<file path="src/rtl/pipe_hazard_ctrl_pkg.sv">
// Shared pipeline definitions for the hazard controller: FSM states, MDU op codes,
// MDU latency constants and small decode helpers.
package pipe_hazard_ctrl_pkg;

   localparam int unsigned REG_W       = 5;
   localparam int unsigned EXC_W       = 4;
   localparam int unsigned CNT_W       = 6;
   localparam int unsigned MULT_CYCLES = 4;
   localparam int unsigned DIV_CYCLES  = 32;

   typedef enum logic [1:0] {
      ST_RUN       = 2'd0,
      ST_MDU_BUSY  = 2'd1,
      ST_EXC_FLUSH = 2'd2
   } state_e;

   typedef enum logic [1:0] {
      MDU_NONE = 2'b00,
      MDU_MULT = 2'b01,
      MDU_DIV  = 2'b10,
      MDU_RSVD = 2'b11
   } mdu_op_e;

   function automatic logic is_mdu_issue(input logic [1:0] op);
      return (op == MDU_MULT) || (op == MDU_DIV);
   endfunction

   function automatic logic [CNT_W-1:0] mdu_cycles(input logic [1:0] op);
      return (op == MDU_DIV) ? CNT_W'(DIV_CYCLES) : CNT_W'(MULT_CYCLES);
   endfunction

endpackage

</file>
<file path="src/rtl/pipe_hazard_ctrl_if.sv">
// Decode/execute-side signal bundle between the pipeline and the hazard controller.
interface pipe_hazard_ctrl_if;
   import pipe_hazard_ctrl_pkg::*;

   logic [REG_W-1:0] id_rs;
   logic [REG_W-1:0] id_rt;
   logic             id_uses_rs;
   logic             id_uses_rt;
   logic [REG_W-1:0] ex_rt_dst;
   logic             ex_mem_read;
   logic [1:0]       id_mdu_op;
   logic             id_reads_hilo;
   logic [EXC_W-1:0] id_exc_code;

   logic             pc_write;
   logic             if_id_write;
   logic             id_ex_bubble;
   logic             if_id_flush;
   logic             mdu_start;
   logic             mdu_busy;
   logic [1:0]       state;

   modport master (
      output id_rs, id_rt, id_uses_rs, id_uses_rt, ex_rt_dst, ex_mem_read,
             id_mdu_op, id_reads_hilo, id_exc_code,
      input  pc_write, if_id_write, id_ex_bubble, if_id_flush, mdu_start,
             mdu_busy, state
   );

   modport slave (
      input  id_rs, id_rt, id_uses_rs, id_uses_rt, ex_rt_dst, ex_mem_read,
             id_mdu_op, id_reads_hilo, id_exc_code,
      output pc_write, if_id_write, id_ex_bubble, if_id_flush, mdu_start,
             mdu_busy, state
   );

endinterface

</file>
<file path="src/rtl/pipe_hazard_ctrl_mdu_cycle_counter.sv">
// Multiply/divide latency counter: loads the op latency, then counts down to zero.
module mdu_cycle_counter
   import pipe_hazard_ctrl_pkg::*;
(
   input  logic             clock,
   input  logic             reset,
   input  logic             load,
   input  logic [CNT_W-1:0] load_val,
   output logic [CNT_W-1:0] cnt,
   output logic             busy
);

   logic [CNT_W-1:0] cnt_q;
   logic [CNT_W-1:0] cnt_d;

   always_comb begin
      cnt_d = cnt_q;
      if (load) begin
         cnt_d = load_val;
      end else if (cnt_q != '0) begin
         cnt_d = cnt_q - CNT_W'(1);
      end
   end

   always_ff @(posedge clock or negedge reset) begin
      if (!reset) begin
         cnt_q <= '0;
      end else begin
         cnt_q <= cnt_d;
      end
   end

   assign cnt  = cnt_q;
   assign busy = (cnt_q != '0);

endmodule

</file>
<file path="src/rtl/pipe_hazard_ctrl.sv">
// ID-stage hazard controller: load-use and HI/LO stalls, MDU issue tracking,
// and the one-cycle exception flush sequence.
module pipe_hazard_ctrl
   import pipe_hazard_ctrl_pkg::*;
(
   input  logic              clock,
   input  logic              reset,
   pipe_hazard_ctrl_if.slave bus
);

   state_e           state_q;
   state_e           state_d;
   logic [CNT_W-1:0] cnt;
   logic             busy;
   logic             cnt_load;
   logic [CNT_W-1:0] cnt_load_val;

   logic             exc;
   logic             load_use;
   logic             mdu_issue;
   logic             hilo_hz;
   logic             busy_after_dec;

   logic             pc_write_c;
   logic             if_id_write_c;
   logic             id_ex_bubble_c;
   logic             if_id_flush_c;
   logic             mdu_start_c;

   mdu_cycle_counter u_cnt (
      .clock    (clock),
      .reset    (reset),
      .load     (cnt_load),
      .load_val (cnt_load_val),
      .cnt      (cnt),
      .busy     (busy)
   );

   assign exc       = (bus.id_exc_code != '0);
   assign load_use  = bus.ex_mem_read && (bus.ex_rt_dst != '0) &&
                      ((bus.id_uses_rs && (bus.id_rs == bus.ex_rt_dst)) ||
                       (bus.id_uses_rt && (bus.id_rt == bus.ex_rt_dst)));
   assign mdu_issue = is_mdu_issue(bus.id_mdu_op);
   assign hilo_hz   = busy && (bus.id_reads_hilo || mdu_issue);
   // Busy is still set after this edge only if the count has not just hit zero.
   assign busy_after_dec = (cnt > CNT_W'(1));

   always_comb begin
      pc_write_c     = 1'b1;
      if_id_write_c  = 1'b1;
      id_ex_bubble_c = 1'b0;
      if_id_flush_c  = 1'b0;
      mdu_start_c    = 1'b0;
      cnt_load       = 1'b0;
      cnt_load_val   = '0;
      state_d        = state_q;

      case (state_q)
         ST_RUN, ST_MDU_BUSY: begin
            state_d = busy_after_dec ? ST_MDU_BUSY : ST_RUN;
            if (exc) begin
               if_id_flush_c  = 1'b1;
               id_ex_bubble_c = 1'b0;
               pc_write_c     = 1'b1;
               state_d        = ST_EXC_FLUSH;
            end else if (load_use || hilo_hz) begin
               pc_write_c     = 1'b0;
               if_id_write_c  = 1'b0;
               id_ex_bubble_c = 1'b1;
            end else if (mdu_issue) begin
               mdu_start_c    = 1'b1;
               cnt_load       = 1'b1;
               cnt_load_val   = mdu_cycles(bus.id_mdu_op);
               state_d        = ST_MDU_BUSY;
            end
         end
         ST_EXC_FLUSH: begin
            if_id_flush_c  = 1'b1;
            id_ex_bubble_c = 1'b1;
            state_d        = busy_after_dec ? ST_MDU_BUSY : ST_RUN;
         end
         default: begin
            state_d = ST_RUN;
         end
      endcase

      // Held-in-reset pipeline: freeze fetch, flush IF/ID, bubble into EX.
      if (!reset) begin
         pc_write_c     = 1'b0;
         if_id_write_c  = 1'b0;
         id_ex_bubble_c = 1'b1;
         if_id_flush_c  = 1'b1;
         mdu_start_c    = 1'b0;
         cnt_load       = 1'b0;
      end
   end

   always_ff @(posedge clock or negedge reset) begin
      if (!reset) begin
         state_q <= ST_RUN;
      end else begin
         state_q <= state_d;
      end
   end

   assign bus.pc_write     = pc_write_c;
   assign bus.if_id_write  = if_id_write_c;
   assign bus.id_ex_bubble = id_ex_bubble_c;
   assign bus.if_id_flush  = if_id_flush_c;
   assign bus.mdu_start    = mdu_start_c;
   assign bus.mdu_busy     = busy && reset;
   assign bus.state        = state_q;

endmodule

</file>
<file path="src/flat_wrapper.sv">
// flat-port wrapper written by rule: the top's interface ports become plain ports
module pipe_hazard_ctrl_flat import pipe_hazard_ctrl_pkg::*;
  (clock, reset, bus_id_rs, bus_id_rt, bus_id_uses_rs, bus_id_uses_rt, bus_ex_rt_dst, bus_ex_mem_read, bus_id_mdu_op, bus_id_reads_hilo, bus_id_exc_code, bus_pc_write, bus_if_id_write, bus_id_ex_bubble, bus_if_id_flush, bus_mdu_start, bus_mdu_busy, bus_state);
  pipe_hazard_ctrl_if bus_i ();
  input  logic clock;
  input  logic reset;
  input wire logic [$bits(bus_i.id_rs)-1:0] bus_id_rs;
  input wire logic [$bits(bus_i.id_rt)-1:0] bus_id_rt;
  input wire logic [$bits(bus_i.id_uses_rs)-1:0] bus_id_uses_rs;
  input wire logic [$bits(bus_i.id_uses_rt)-1:0] bus_id_uses_rt;
  input wire logic [$bits(bus_i.ex_rt_dst)-1:0] bus_ex_rt_dst;
  input wire logic [$bits(bus_i.ex_mem_read)-1:0] bus_ex_mem_read;
  input wire logic [$bits(bus_i.id_mdu_op)-1:0] bus_id_mdu_op;
  input wire logic [$bits(bus_i.id_reads_hilo)-1:0] bus_id_reads_hilo;
  input wire logic [$bits(bus_i.id_exc_code)-1:0] bus_id_exc_code;
  output wire logic [$bits(bus_i.pc_write)-1:0] bus_pc_write;
  output wire logic [$bits(bus_i.if_id_write)-1:0] bus_if_id_write;
  output wire logic [$bits(bus_i.id_ex_bubble)-1:0] bus_id_ex_bubble;
  output wire logic [$bits(bus_i.if_id_flush)-1:0] bus_if_id_flush;
  output wire logic [$bits(bus_i.mdu_start)-1:0] bus_mdu_start;
  output wire logic [$bits(bus_i.mdu_busy)-1:0] bus_mdu_busy;
  output wire logic [$bits(bus_i.state)-1:0] bus_state;
  assign bus_i.id_rs = bus_id_rs;
  assign bus_i.id_rt = bus_id_rt;
  assign bus_i.id_uses_rs = bus_id_uses_rs;
  assign bus_i.id_uses_rt = bus_id_uses_rt;
  assign bus_i.ex_rt_dst = bus_ex_rt_dst;
  assign bus_i.ex_mem_read = bus_ex_mem_read;
  assign bus_i.id_mdu_op = bus_id_mdu_op;
  assign bus_i.id_reads_hilo = bus_id_reads_hilo;
  assign bus_i.id_exc_code = bus_id_exc_code;
  assign bus_pc_write = bus_i.pc_write;
  assign bus_if_id_write = bus_i.if_id_write;
  assign bus_id_ex_bubble = bus_i.id_ex_bubble;
  assign bus_if_id_flush = bus_i.if_id_flush;
  assign bus_mdu_start = bus_i.mdu_start;
  assign bus_mdu_busy = bus_i.mdu_busy;
  assign bus_state = bus_i.state;
  pipe_hazard_ctrl u_core (.clock(clock), .reset(reset), .bus(bus_i));
endmodule
</file>
<file path="config.mk">
export PLATFORM = sky130hd
export DESIGN_NAME = pipe_hazard_ctrl_flat
export DESIGN_NICKNAME = d
export VERILOG_FILES = /design/src/rtl/pipe_hazard_ctrl_pkg.sv /design/src/rtl/pipe_hazard_ctrl_if.sv /design/src/rtl/pipe_hazard_ctrl_mdu_cycle_counter.sv /design/src/rtl/pipe_hazard_ctrl.sv /design/src/flat_wrapper.sv
export SDC_FILE = /design/constraint.sdc
export NUM_CORES = 1
export LEC_CHECK = 0
export CAP_MARGIN = 20
export CORE_MARGIN = 2
export CORE_UTILIZATION = 35
export DETAILED_ROUTE_END_ITERATION = 8
export PLACE_DENSITY = 0.73
export SLEW_MARGIN = 0
export SYNTH_ARGS = -nofsm -noshare
export SYNTH_HDL_FRONTEND = slang
export SYNTH_SLANG_ARGS = --single-unit
</file>
<file path="constraint.sdc">
create_clock -name clock -period 1.4 [get_ports clock]
set_input_delay 0.21 -clock clock [delete_from_list [all_inputs] [get_ports clock]]
set_output_delay 0.21 -clock clock [all_outputs]
set_load 0.05 [all_outputs]
</file>
Word-level counts from Yosys, hierarchy flattened
Index checks and enable logic that the tools add are counted.
- mux-type cells: 28
- order comparisons: 1
- reduce and logical (&&, ||, !) cells: 16
- equality and inequality tests: 6
- add/subtract/negate cells: 1
- operators with widths (cell ; number):
    two-way mux 6 bit ; 7
    two-way mux 1 bit ; 15
    equality test 5 bit ; 2
    > comparator 6 x 1 -> 1 bit, second input constant ; 1
    logical AND 1 bit ; 6
    two-way mux 2 bit ; 3
    nonzero test 6 bit ; 1
    subtractor 6 x 1 -> 6 bit, second input constant ; 1
    nonzero test 5 bit ; 1
    equality test 2 x 1 -> 1 bit, second input constant ; 2
    equality test 2 bit, second input constant ; 2
    logical OR 1 bit ; 4
    one-hot mux 1 bit (2 select lines) ; 2
    one-hot mux 2 bit (2 select lines) ; 1
    nonzero test 4 bit ; 1
    logical NOT 2 bit ; 1
    nonzero test 2 bit ; 1
    OR reduction 2 bit ; 1
- bits of input ports: 27
- register bits: 8
- output and inout port bits: 8
- word-level logic and storage cells: 54

Depth between registers and ports, before layout
- depth after elaboration: 10
- mapped depth: 7
- gate-level depth less buffers: 6

By module
From an unflattened synthesis, not the netlist that was laid out.
- cell total of the unflattened synthesis: 93
- area total of the unflattened synthesis: 833.3 µm²
- by module, submodules not included (module ; times used ; cells an instance ; seq. area each (µm²) ; area an instance (µm²)):
    pipe_hazard_ctrl ; 1 ; 53 ; 50.0 ; 449.2
    mdu_cycle_counter ; 1 ; 40 ; 150.1 ; 384.1

Worst setup path after synthesis
Ideal clock, no wire load.
- kind: register to output
- start point: register u_core.u_cnt.cnt_q[3] (netlist: u_core.u_cnt.cnt[3])
- end point: output bus_pc_write
- arrival time: 2191 ps
- cell stages (with the launch flop): 7
- slack: -1001 ps
- path buffers: 1
- required time: 1190 ps
- cell sequence: dfrtp_1 -> nor4_4 -> nand2_2 -> nand3_1 -> nand2_1 -> a21oi_1 -> buf_4
- longest elaborated chain between the ends: 7
- ends and longest elaborated chain (element ; line ; source):
    from (decl) ; pipe_hazard_ctrl_mdu_cycle_counter.sv:13 ; logic [CNT_W-1:0] cnt_q;
    from (signal assigned) ; pipe_hazard_ctrl_mdu_cycle_counter.sv:29 ; cnt_q <= cnt_d;
    nonzero test 6 bit ; pipe_hazard_ctrl_mdu_cycle_counter.sv:34 ; assign busy = (cnt_q != '0);
    logical AND 1 bit ; pipe_hazard_ctrl.sv:44 ; assign hilo_hz = busy && (bus.id_reads_hilo || mdu_issue);
    logical OR 1 bit ; pipe_hazard_ctrl.sv:66 ; end else if (load_use || hilo_hz) begin
    two-way mux 1 bit (4 in series) ; -- ;
    to (decl) ; flat_wrapper.sv:16 ; output wire logic [$bits(bus_i.pc_write)-1:0] bus_pc_write;
No other way between the ends.

Worst setup path in the final report
- start point: register u_core.u_cnt.cnt_q[5] (netlist: u_core.u_cnt.cnt[5])
- end point: output bus_mdu_start
- longest elaborated chain between the ends: 7
- ends and longest elaborated chain (element ; line ; source):
    nonzero test 6 bit ; pipe_hazard_ctrl_mdu_cycle_counter.sv:34 ;
    logical AND 1 bit ; pipe_hazard_ctrl.sv:44 ;
    logical OR 1 bit ; pipe_hazard_ctrl.sv:66 ;
    two-way mux 1 bit ; pipe_hazard_ctrl.sv:66 ;
    two-way mux 1 bit ; pipe_hazard_ctrl.sv:61 ; if (exc) begin
    two-way mux 1 bit ; pipe_hazard_ctrl.sv:58 ; case (state_q)
    two-way mux 1 bit ; pipe_hazard_ctrl.sv:88 ; if (!reset) begin
    to (decl) ; flat_wrapper.sv:20 ; output wire logic [$bits(bus_i.mdu_start)-1:0] bus_mdu_start;
No other way between the ends.

==> out/results.md <==
• 1.75 ns — arrival time at the worst endpoint
• buf_4 — most common cell after layout, fill and taps aside
• 9 — largest net degree at the start of global routing
• 0 — antenna diode instance count
• 704 µm² — post-synthesis instance area
• 2 — Clock Path Buffers
• done — CTS tree
• 4.76 — number of vias per cell
• 8 — synthesis-stage register bit count
• 13.3 µm — average wire per cell in the routed design
• 7 — path depth of the worst reg2reg path
• 0 — antenna-violating nets left
• 171 — final standard cell count with taps included and fillers excluded
• flop — startpoint type of the worst setup path
• 20.5% — total routing usage reported by global routing
• 3 — cts bufs inserted
• 33.6% — grt met2 use
• negative setup slack — violated checks
• 48.9 µm — horizontal die dimension
• 1.96 ns — final critical-path required period
• met2 — highest-utilization routing layer at the global route stage
• 0.671 nW — P_leak
• simple AND/OR/NAND/NOR gates — family with the most delay on the worst path
• finished with violations — run status
• 644 µV — largest vdd supply drop
• 4 — TritonRoute pass-1 iters
• 805 — number of global-route vias before repair
• 0 — count of maximum capacitance violations
• 36.7% — initial core utilization
• 28.4% — fraction of the yosys area taken by sequential cells
• -0.558 ns — post-route setup slack
• 1740 µm — detailed-placement wirelength estimate
• 0.820 — GPL Wtd Cong
• 82.0% — worst max-slew margin expressed relative to the limit
• 0 — number of max-slew violations in the final report
• 76 — post-synthesis cell count
• 76.4% — final core area utilization
• flop to output port — Critical Setup Path Class
• 0.511 GHz — Achievable Freq
• 9.27 µm² — post-synthesis area per instance
• yes — unrepaired setup endpoints after global routing
• 0 — final global-route overflow total
• dfrtp_1 — critical-path cell with the highest stage delay
• 1240 nW/µm² — total power divided by cell area
• 108 — number of nets produced by synthesis
• 1.19 ns — endpoint required time on the critical path
• 2 — number of violations reported at the end of detailed-routing iteration 0
• nor4_4 -> nand2_2 -> nor3b_4 -> nand2_2 -> nor2_4 -> buf_12 — list of cells traversed by the critical path
• 8 — CTS sink cnt
• 0.0111 ns — Layout Skew
• 0 — Synth Warn #
• 1 — sum of buffers and inverters on the critical path
• 159 — dpl cells
• 28.4% — share of Yosys cell area claimed by the top area cell type
• 177 — number of nets in the layout
• 1920 µm² — placeable core area
• 814 — vias
• 146 — fillcell total
• 2390 µm² — Die ar.
• primary input to asynchronous set/reset pin — type of the most critical hold path
• 0.27 ns — insertion delay to the later sink of the worst-skew pair
• 16 — standard-cell rows
• dfrtp_1, xor2_1, ha_1, xnor2_1, nor4_4 — top post-synthesis cells by area
• clkbuf_4 — clock root buffer
• 0 — antenna violations before repair
• 140% — period utilization
• 6 — critical path depth
• 3.68% — met3 usage
• nand2_2 — most used cell, CP
• 23.1% — grt met1 use
• 28 — Netlist cell types
• 0.269 ns — slew at the pin with the worst max-slew slack
• 0.06 ns — clock-pin slew reported for the worst setup and hold paths after clock tree synthesis
• 13 — count of endpoints failing setup in the final report
• output port — endpoint kind of the worst setup timing path
• 2270 µm — overall routed net length
• 43.1% — share of cells above drive strength 1
• 48.9 µm — die extent in y
• 3 — largest fanout on the critical path
• 0.40 ns — critical path's largest stage delay
• 34 — IO buf count
• 109% — area delta synth->final
• 3610 µm — first-pass GRT wire length
• 35 — top-level I/O count
• dfrtp_1 — post-synth top area cell
• 0 — count of endpoints failing hold in the final timing report
• 0 — remaining design rule violation count
• 1 — Clock H-tree levels
• buf_4, dlygate4sd2_1, clkdlybuf4s50_1 — commonest cells after routing, fill and taps aside
## final timing paths
check	end	startpoint	slack (ns)
min in group clock	u_core.bus.state[1]	bus_id_exc_code[2]	0.46
worst max-delay path	bus_mdu_start	u_core.u_cnt.cnt[5]	-0.56
worst max register to register	u_core.u_cnt.cnt[0]	u_core.u_cnt.cnt[5]	-0.35
worst min-delay path	u_core.u_cnt.cnt[1]	reset	0.33
max in group asynchronous	u_core.u_cnt.cnt[3]	reset	0.79
worst min register to register	u_core.u_cnt.cnt[4]	u_core.u_cnt.cnt[4]	0.63
## cells by family (layout without fill, tap and decap cells)
family	Yosys count	after routing	share of synthesized area, %
AO/OA/AOI/OAI	13	13	11.5
XOR/XNOR	15	15	18.6
adder cells (fa/ha/maj)	5	5	8.88
buffers and inverters	6	74	3.73
flip-flops	8	8	28.4
AND/OR/NAND/NOR	29	29	28.8
## cell type report
type	count	area, µm²	share of cell area, %
Timing Repair Buffer	65	632	43.0
Multi-Input combinational cell	62	557	37.9
Sequential cell	8	201	13.7
Tap cell	27	33.8	2.30
Clock buffer	4	26.3	1.79
Inverter	5	18.8	1.28
## synthesized netlist by cell type
cell and number:
ha_1 5, nand2_1 5, xnor2_1 5, or4_1 1
o21ai_0 4, and2b_4 1, a211o_1 1, nor3b_4 1
nor4b_1 1, nand2b_1 1, inv_1 5, buf_4 1
o21ai_1 2, o21ai_2 1, dfrtp_1 8, nor2_1 4
nand3_1 4, nor4_4 2, nand4_1 2, nor2b_1 1
nor4_1 2, xor2_1 10, and2_1 2, a21oi_1 2
nand2_2 1, nor3_1 1, a21oi_2 1, o21a_1 2
## routing by layer
layer / wire [µm] / vias to the layer above
li1: - / 398
met1: 866 / 379
met2: 1200 / 31
met3: 117 / 6
met4: 80 / 0
met5: 0 / -
## sequential cells by signal (all words and copies together), names as in the netlist
| name | flops |
|---|---|
| u_core.u_cnt.cnt | 6 |
| u_core.bus.state | 2 |
## power breakdown
| group | internal [mW] | total [mW] | leakage, nW | switching, mW |
|---|---|---|---|---|
| Clock | 0.110 | 0.199 | 0.0150 | 0.0890 |
| Combinational | 0.651 | 1.18 | 0.561 | 0.532 |
| Sequential | 0.344 | 0.441 | 0.0941 | 0.0963 |
| Total | 1.11 | 1.82 | 0.671 | 0.717 |
## repair_timing
| action | CTS | global route |
|---|---|---|
| hold buffers | 0 | 0 |
| resized for setup | 25 | 6 |
| hold endpoints to repair | 0 | 0 |
| buffers inserted | 5 | 5 |
| endpoints found under the setup margin | 11 | 13 |
| pin swaps | 14 | 10 |
## through the flow
stage	cell area (µm²)	TNS, ns	total power [mW]	hold WS (ns)	worst slack, ns
2_1_floorplan	752	-1.36	0.983	-0.0856	-0.385
3_3_place_gp	1330	-5.76	1.49	0.544	-0.768
3_5_place_dp	1330	-6.08	1.52	0.551	-0.778
4_1_cts	1410	-3.65	1.75	0.348	-0.566
5_1_grt	1470	-5.17	1.93	0.348	-0.654
6_report	1470	-4.09	1.82	0.333	-0.558
(Power assumes the default switching activity.)
